## src/rtl/serial_adder_ctrl.sv

```systemverilog
// serial_adder_ctrl
// Bit-serial adder controller: walks one shared full-adder cell (two half
// adders plus an OR) across a WIDTH-bit operand pair, LSB first, one bit per
// clock. Owns operand capture, bit counter, carry flop and result register.
//
// Ports:
//   clk    rising-edge clock
//   rst_n  asynchronous active-low reset
//   start  request; sampled only while idle
//   a, b   operands, captured on the accepting edge
//   busy   high from acceptance until the cycle after done
//   done   one-cycle pulse, sum/cout hold a new result
//   sum    last completed result, held between operations
//   cout   carry out of bit WIDTH-1 of the last completed result
module serial_adder_ctrl #(
    parameter int unsigned WIDTH = 8
) (
    input  logic             clk,
    input  logic             rst_n,
    input  logic             start,
    input  logic [WIDTH-1:0] a,
    input  logic [WIDTH-1:0] b,
    output logic             busy,
    output logic             done,
    output logic [WIDTH-1:0] sum,
    output logic             cout
);

    // One extra bit so the post-exit increment never aliases back to 0.
    localparam int unsigned CW = $clog2(WIDTH) + 1;

    typedef enum logic [1:0] {
        IDLE = 2'd0,
        RUN  = 2'd1,
        DONE = 2'd2
    } state_t;

    state_t           state, state_nxt;
    logic [WIDTH-1:0] a_sr, a_sr_nxt;
    logic [WIDTH-1:0] b_sr, b_sr_nxt;
    logic [WIDTH-1:0] res_sr, res_sr_nxt;
    logic             carry, carry_nxt;
    logic [CW-1:0]    cnt, cnt_nxt;
    logic             busy_nxt;
    logic             done_nxt;
    logic [WIDTH-1:0] sum_nxt;
    logic             cout_nxt;

    logic [1:0]       ha_lo;
    logic [1:0]       ha_hi;
    logic             ser_bit;
    logic             cell_carry;
    logic [WIDTH-1:0] res_shift;

    // Half adder: {carry, sum}.
    function automatic logic [1:0] half_add(input logic x, input logic y);
        return {x & y, x ^ y};
    endfunction

    // State and datapath registers.
    always_ff @(posedge clk or negedge rst_n) begin
        if (!rst_n) begin
            state  <= IDLE;
            a_sr   <= '0;
            b_sr   <= '0;
            res_sr <= '0;
            carry  <= 1'b0;
            cnt    <= '0;
            busy   <= 1'b0;
            done   <= 1'b0;
            sum    <= '0;
            cout   <= 1'b0;
        end else begin
            state  <= state_nxt;
            a_sr   <= a_sr_nxt;
            b_sr   <= b_sr_nxt;
            res_sr <= res_sr_nxt;
            carry  <= carry_nxt;
            cnt    <= cnt_nxt;
            busy   <= busy_nxt;
            done   <= done_nxt;
            sum    <= sum_nxt;
            cout   <= cout_nxt;
        end
    end

    // Next-state, shared adder cell and registered-output next values.
    always_comb begin
        state_nxt  = state;
        a_sr_nxt   = a_sr;
        b_sr_nxt   = b_sr;
        res_sr_nxt = res_sr;
        carry_nxt  = carry;
        cnt_nxt    = cnt;
        busy_nxt   = busy;
        done_nxt   = 1'b0;
        sum_nxt    = sum;
        cout_nxt   = cout;

        // The single full-adder cell, built from two half adders.
        ha_lo      = half_add(a_sr[0], b_sr[0]);
        ha_hi      = half_add(ha_lo[0], carry);
        ser_bit    = ha_hi[0];
        cell_carry = ha_lo[1] | ha_hi[1];

        // Right shift with the new bit entering at the MSB; written as a
        // shift so it stays legal for WIDTH == 1.
        res_shift  = (res_sr >> 1) | (WIDTH'(ser_bit) << (WIDTH - 1));

        unique case (state)
            IDLE: begin
                if (start) begin
                    state_nxt = RUN;
                    a_sr_nxt  = a;
                    b_sr_nxt  = b;
                    carry_nxt = 1'b0;
                    cnt_nxt   = '0;
                    busy_nxt  = 1'b1;
                end
            end
            RUN: begin
                a_sr_nxt   = a_sr >> 1;
                b_sr_nxt   = b_sr >> 1;
                res_sr_nxt = res_shift;
                carry_nxt  = cell_carry;
                cnt_nxt    = cnt + CW'(1);
                // Last bit: publish the full result in one step so partial
                // sums are never visible on the outputs.
                if (cnt == CW'(WIDTH - 1)) begin
                    state_nxt = DONE;
                    done_nxt  = 1'b1;
                    sum_nxt   = res_shift;
                    cout_nxt  = cell_carry;
                end
            end
            DONE: begin
                state_nxt = IDLE;
                busy_nxt  = 1'b0;
            end
            default: begin
                state_nxt = IDLE;
                busy_nxt  = 1'b0;
            end
        endcase
    end

endmodule

```

## config.mk

```make
export PLATFORM = sky130hd
export DESIGN_NAME = serial_adder_ctrl
export DESIGN_NICKNAME = d
export VERILOG_FILES = /design/src/rtl/serial_adder_ctrl.sv
export SDC_FILE = /design/constraint.sdc
export NUM_CORES = 1
export LEC_CHECK = 0
export ABC_AREA = 1
export CAP_MARGIN = 5
export CORE_MARGIN = 2
export CORE_UTILIZATION = 44
export CTS_CLUSTER_DIAMETER = 150
export DETAILED_ROUTE_END_ITERATION = 6
export GPL_TIMING_DRIVEN = 0
export PLACE_DENSITY = 0.68
export SETUP_SLACK_MARGIN = 0.5
export SLEW_MARGIN = 10
export SYNTH_ARGS = -nofsm -noshare
export SYNTH_HDL_FRONTEND = slang
export SYNTH_SLANG_ARGS = --single-unit
```

## constraint.sdc

```tcl
create_clock -name clk -period 1.8 [get_ports clk]
set_input_delay 0.45 -clock clk [delete_from_list [all_inputs] [get_ports clk]]
set_output_delay 0.45 -clock clk [all_outputs]
set_load 0.005 [all_outputs]
```

==> results of run 1 <==
[worst reg2reg max path: stages, from the launching register on]
cell and delay (ps):
dfrtp_1 390, ha_2 210, nand2_1 100, nor2_4 130, nand2_2 120, nand2_1 90, nand2_1 60
[metrics by stage]
stage / setup slack (ps) / hold WS [ps] / util [%] / cell area (um2)
final: 547 / 88.4 / 60.7 / 2270
after global routing: 504 / 109 / 60.7 / 2270
after CTS: 458 / 99.2 / 59.6 / 2230
after detailed placement: 209 / 421 / 56.7 / 2120
after global placement: -736 / 451 / 56.1 / 2100
after floorplan: 685 / 154 / - / 1750
[layout make-up]
type	count	area (um2)
Multi-Input combinational cell	137	643
Timing Repair Buffer	40	333
Tap cell	48	60.1
Sequential cell	41	1030
Clock inverter	1	30.0
Inverter	7	28.8
Fill cell	352	1470
Clock buffer	7	86.3
Buffer	8	65.1
[per-layer routing]
metal | share of wire, % | vias to the layer above | GRT usage (%)
li1 | - | 713 | -
met3 | 4.7 | 6 | 5.57
met1 | 48 | 661 | 24.0
met4 | 1.4 | 0 | 5.87
met5 | 0 | - | 0
met2 | 46 | 29 | 27.1
[worst max-delay path by stage]
stage	startpoint	to	slack, ps	depth (start not counted)
floorplan	a_sr[0]$_DFFE_PN0P_	res_sr[7]$_DFFE_PN0P_	690	3
global placement	rst_n	busy$_DFFE_PN0P_	-740	1
detailed placement	start	a_sr[4]$_DFFE_PN0P_	210	6
CTS	cout$_DFFE_PN0P_	cout	460	1
global route	sum[2]$_DFFE_PN0P_	sum[2]	500	1
finish	sum[3]$_DFFE_PN0P_	sum[3]	550	1
[registers in the layout, summed over array words and instances, names as in the netlist]
name,flops
res_sr,7
state,2
carry,1
sum,8
a_sr,8
busy,1
cout,1
done,1
cnt,4
b_sr,8
[logic make-up after synthesis]
logic type	Yosys count	synth area share, %
simple gates	125	31.5
flops	41	58.7
compound gates	9	2.57
fa+ha+maj	2	1.86
buf+inv	15	5.36
[Yosys cell counts]
cell	number	area (um2)
nand3_2	1	10.0
o21ai_0	8	40.0
o21ai_1	1	5.00
nor2_1	3	11.3
buf_6	4	45.0
nand4_1	1	6.26
ha_1	1	12.5
inv_1	5	18.8
inv_2	1	3.75
nor2_4	2	22.5
nand2_4	1	11.3
fa_1	1	20.0
nand2_1	78	293
nand3_1	37	185
inv_4	1	6.26
nand2_2	2	12.5
dfrtp_1	41	1030
buf_2	4	20.0
[cells in the final DEF (no fill, tap or decap)]
| cell | instances |
|---|---|
| buf_16 | 1 |
| buf_2 | 16 |
| buf_4 | 9 |
| buf_6 | 4 |
| bufinv_16 | 1 |
| clkbuf_1 | 1 |
| clkbuf_2 | 1 |
| clkbuf_8 | 6 |
| clkdlybuf4s50_1 | 16 |
| dfrtp_1 | 41 |
| dlymetal6s2s_1 | 1 |
| fa_1 | 1 |
| ha_2 | 1 |
| inv_1 | 5 |
| inv_2 | 1 |
| inv_4 | 1 |
| nand2_1 | 79 |
| nand2_2 | 2 |
| nand2_4 | 1 |
| nand3_1 | 37 |
| nand3_2 | 1 |
| nand4_1 | 1 |
| nor2_1 | 2 |
| nor2_4 | 3 |
| o21ai_0 | 8 |
| o21ai_1 | 1 |
[report_power, final]
part | switching, uW | total, uW | internal [uW]
Clock | 313 | 765 | 452
Sequential | 242 | 1550 | 1310
Combinational | 715 | 1320 | 607
[timing repair]
item                       in CTS  in global routing
resized for setup              43                  4
setup buffers                   5                  4
pin swaps                       1                  1
setup endpoints to repair      12                 20
cloned                          1                  1
==> impl_metrics.csv, run 1 <==
group,metric,value,unit
placed_design,dp_hpwl,2.33,mm
sta,maxSlewViolCount,0,
synthesis,syn_area,0.00175,mm2
route,vias,1409,
sta,max_slew_margin,70.8,%
clock_tree,clkSlewWorstSetupHoldPaths,80,ps
route,first_pass_iters,4,
sta,grt_setup_unrepaired,"false",
sta,setup-tns-final,0,ps
sta,setup_viol,0,
sta,fin_crit_sh,69.6,%
global_route,grt_pass1_wl,5.87,mm
power,p_per_area,1600,mW/mm2
sta,period_needed,1250,ps
synthesis,synth_seq_cells,41,
critical_path,worstPathMaxFanout,2,
synthesis,synthDistinctLibCells,18,
synthesis,synthesis.nets,213,
route,post_drt_via_cell_ratio,4.88,
critical_path,critPathLaunchType,"flop",
clock_tree,clk_latency,290,ps
synthesis,syn_inst,192,
worst_hold_path,hp-class,"in2async",
layout,fin_cells,289,
critical_path,r2r_start,"cnt[1]$_DFFE_PN0P_",
critical_path,path_cells,"buf_2",
critical_path,reg2reg_to,"sum[0]$_DFFE_PN0P_",
floorplan,chipHeight,67.1,um
synthesis,ys_warn_count,0,
power,irDropWorstVdd,0.000640,V
status,status,"finished, final reports clean",
clock_tree,htree_num_levels,2,
clock_tree,hold_buffers,0,
clock_tree,cts-root-buf,"clkbuf_8",
placed_design,port-buffer-count,29,
power,leakagePower,0.00115,uW
route,drt_iter0_drc,76,
synthesis,seq_area_frac_synth,58.7,%
synthesis,postSynthAreaPerCell,9.11,um2
clock_tree,numClockSinks,41,
sta,clock.fmax,798,MHz
sta,worst_pin_slew,438,ps
critical_path,cp_top_family,"flip-flops",
global_route,grt_usage,17.8,%
floorplan,row_count,22,
clock_tree,ctsLongestPathBuffers,2,
route,ant_nets,0,
critical_path,worstRegToRegCells,6,
layout,diodes,0,
critical_path,worstPathRequired,1350,ps
route,drt_wl_total,3.46,mm
global_route,grt_max_degree,25,
placed_design,gp_congestion,0.747,
floorplan,die_width,67.1,um
critical_path,rrSetupSlack,610,ps
floorplan,start_util,46.7,%
global_route,grt_pass1_vias,1316,
critical_path,critPathArrivalTime,800,ps
clock_tree,numCtsBuffers,5,
critical_path,cp_slowest_stage_delay,380,ps
critical_path,cp-end-kind,"primary output",
layout,drive_gt1_share,19.9,%
critical_path,critPathBufInv,1,
global_route,overflow,0,
power,power.total,3640,uW
placed_design,placed_cells,270,
layout,final_nets,261,
run,cap_violations,0,
floorplan,dieArea,0.00450,mm2
route,drc,0,
layout,syn_to_final_growth,29.9,%
floorplan,core,0.00374,mm2
floorplan,io_pins,30,
sta,timing_hold_violations_final,0,
critical_path,slowest_stage,"dfrtp_1",
clock_tree,cts_tree,"built",
route,wl_per_cell,12.0,um
sta,finClkSkew,3.94,ps
critical_path,path_class,"reg2out",
global_route,antenna_found_initial,0,
Power figures use the tool's default switching activity.
==> inputs of run 2 (changes only) <==
PLACE_DENSITY = 0.71   (was 0.68)
clock period = 1.1 ns   (was 1.8 ns; I/O delays follow)
==> impl_metrics.csv, run 2 (synthesized netlist as in run 1, its figures left out) <==
group,metric,value,unit
status,status,"finished, violations left",
status,violations,"hold timing, setup timing",
placed_design,placed_cells,270,
global_route,grt_pass1_wl,7.56,mm
floorplan,start_util,46.7,%
layout,postLayoutCoreUtil,81.1,%
sta,hold_slack,-51.3,ps
route,vias,1655,
clock_tree,ctsLongestPathBuffers,2,
global_route,antenna_found_initial,0,
power,internal_power,5290,uW
critical_path,cp_slowest_stage_delay,400,ps
power,leakagePower,0.00152,uW
clock_tree,numClockSinks,41,
sta,finClkSkew,7.60,ps
sta,grt_setup_unrepaired,"true",
clock_tree,clkSlewWorstSetupHoldPaths,80,ps
clock_tree,htree_num_levels,2,
clock_tree,cts_tree,"built",
layout,syn_to_final_growth,73.6,%
floorplan,dieArea,0.00450,mm2
layout,fin_cells,320,
placed_design,gp_congestion,0.729,
sta,layout_setup_ws,-98.6,ps
sta,maxSlewViolCount,0,
critical_path,path_cells,"ha_4 > nand2_4 > nor2_4 > nand2_4 > nand2_2 > nand2_2",
route,wl_per_cell,16.9,um
global_route,overflow,0,
sta,fin_crit_sh,109,%
placed_design,dp_hpwl,2.44,mm
critical_path,worstPathRequired,1290,ps
route,ant_nets,0,
clock_tree,cts-root-buf,"clkbuf_8",
floorplan,core,0.00374,mm2
power,irDropWorstVdd,0.00134,V
route,post_drt_via_cell_ratio,5.17,
layout,final_cell_mix,"nand2_1, dfrtp_1, nand3_2, nand2_2, buf_4",
critical_path,critPathLaunchType,"flop",
sta,period_needed,1200,ps
sta,worst_pin_slew,531,ps
critical_path,path_class,"reg2reg",
layout,drive_gt1_share,55.9,%
global_route,grt_max_degree,22,
global_route,grt_pass1_vias,1532,
floorplan,io_pins,30,
critical_path,critPathArrivalTime,1390,ps
run,cap_violations,0,
floorplan,chipHeight,67.1,um
power,p_sw_share,38.0,%
sta,setup_viol,35,
route,first_pass_iters,4,
power,power.share.clock,14.6,%
clock_tree,clk_latency,300,ps
route,drc,0,
floorplan,row_count,22,
power,switchingPower,3240,uW
layout,final_nets,292,
layout,reg_top3,"a_sr x8, b_sr x8, sum x8",
critical_path,cp-end-kind,"flop",
layout,diodes,0,
global_route,grt_usage,23.3,%
sta,setup-tns-final,-1860,ps
critical_path,worstPathMaxFanout,5,
route,drt_iter0_drc,124,
floorplan,die_width,67.1,um
placed_design,port-buffer-count,29,
sta,max_slew_margin,64.6,%
route,drt_wl_total,5.41,mm
power,power.total,8530,uW
power,power_frac_seq,31.6,%
critical_path,slowest_stage,"dfrtp_1",
power,p_per_area,2810,mW/mm2
clock_tree,numCtsBuffers,5,
power,p_comb_share,53.8,%
sta,clock.fmax,834,MHz
worst_hold_path,hp-class,"in2async",
layout,layout_commonest_cell,"nand2_1",
sta,timing_hold_violations_final,20,
==> run 2: changes by cell type in the layout (fill, tap and decap cells not counted), sizes merged <==
cell	change
buf	+29
clkbuf	+1
dlymetal6s2s	-1
nor2	+1
dlygate4sd2	+1
==> run 2: path summary, 6_finish.rpt <==
| kind | from | endpoint | slack [ps] | cells past startpoint |
|---|---|---|---|---|
| setup / recovery | cnt[0]$_DFFE_PN0P_ | sum[0]$_DFFE_PN0P_ | -100 | 6 |
| hold / removal | rst_n | sum[2]$_DFFE_PN0P_ | -50 | 1 |
| setup reg to reg | cnt[0]$_DFFE_PN0P_ | sum[0]$_DFFE_PN0P_ | -100 | 6 |
| hold reg to reg | res_sr[5]$_DFFE_PN0P_ | sum[4]$_DFFE_PN0P_ | 480 | 2 |
| max in group asynchronous | rst_n | cnt[2]$_DFFE_PN0P_ | 650 | 2 |
| min in group clk | res_sr[5]$_DFFE_PN0P_ | sum[4]$_DFFE_PN0P_ | 480 | 2 |
==> run 2: what timing repair did <==
| action | CTS | global route |
|---|---|---|
| endpoints found under the setup margin | 52 | 52 |
| cloned | 6 | 2 |
| hold endpoints to repair | 20 | 20 |
| pin swaps | 11 | 18 |
| buffers inserted | 21 | 13 |
| gates resized for setup | 111 | 43 |
==> run 2: stage by stage <==
stage	worst slack, ps	instance area (um2)
after floorplan	3.53	1800
after global routing	-153	3040
after CTS	-57.3	2730
after detailed placement	-354	2170
after global placement	-1300	2150
final	-98.6	3040
==> run 2: routing by layer <==
metal / up-vias / wire length [um] / share of wire, % / track usage, %
met5: - / 0 / 0 / 0
met4: 0 / 169 / 3.1 / 6.38
met3: 18 / 278 / 5.1 / 5.57
met2: 58 / 2660 / 49 / 37.9
met1: 800 / 2310 / 43 / 30.9
li1: 779 / - / - / -
==> run 2: power groups by stage <==
stage                     registers [uW]  logic, uW  clock network (uW)
after floorplan                     2530       1470                   0
after global placement              2570       2210                   0
final                               2690       4590                1250
after detailed placement            2600       2280                   0
after global routing                2750       4880                1340
after CTS                           2600       3500                1260
==> run 2: area by class of cell <==
cell class	instances	area (um2)
fillers	221	707
flip-flops and latches	41	1030
repair buffers	70	689
inverters	7	33.8
well taps	48	60.1
clock buffers	7	86.3
multi-input cells	138	1000
clock inverters	1	30.0
plain buffers	8	108
==> run 2: critical path, delay by kind of cell (launching register included) <==
kind	cells	cell delay, ps
adder cells (fa/ha/maj)	1	190
flip-flops	1	400
AND/OR/NAND/NOR	5	490
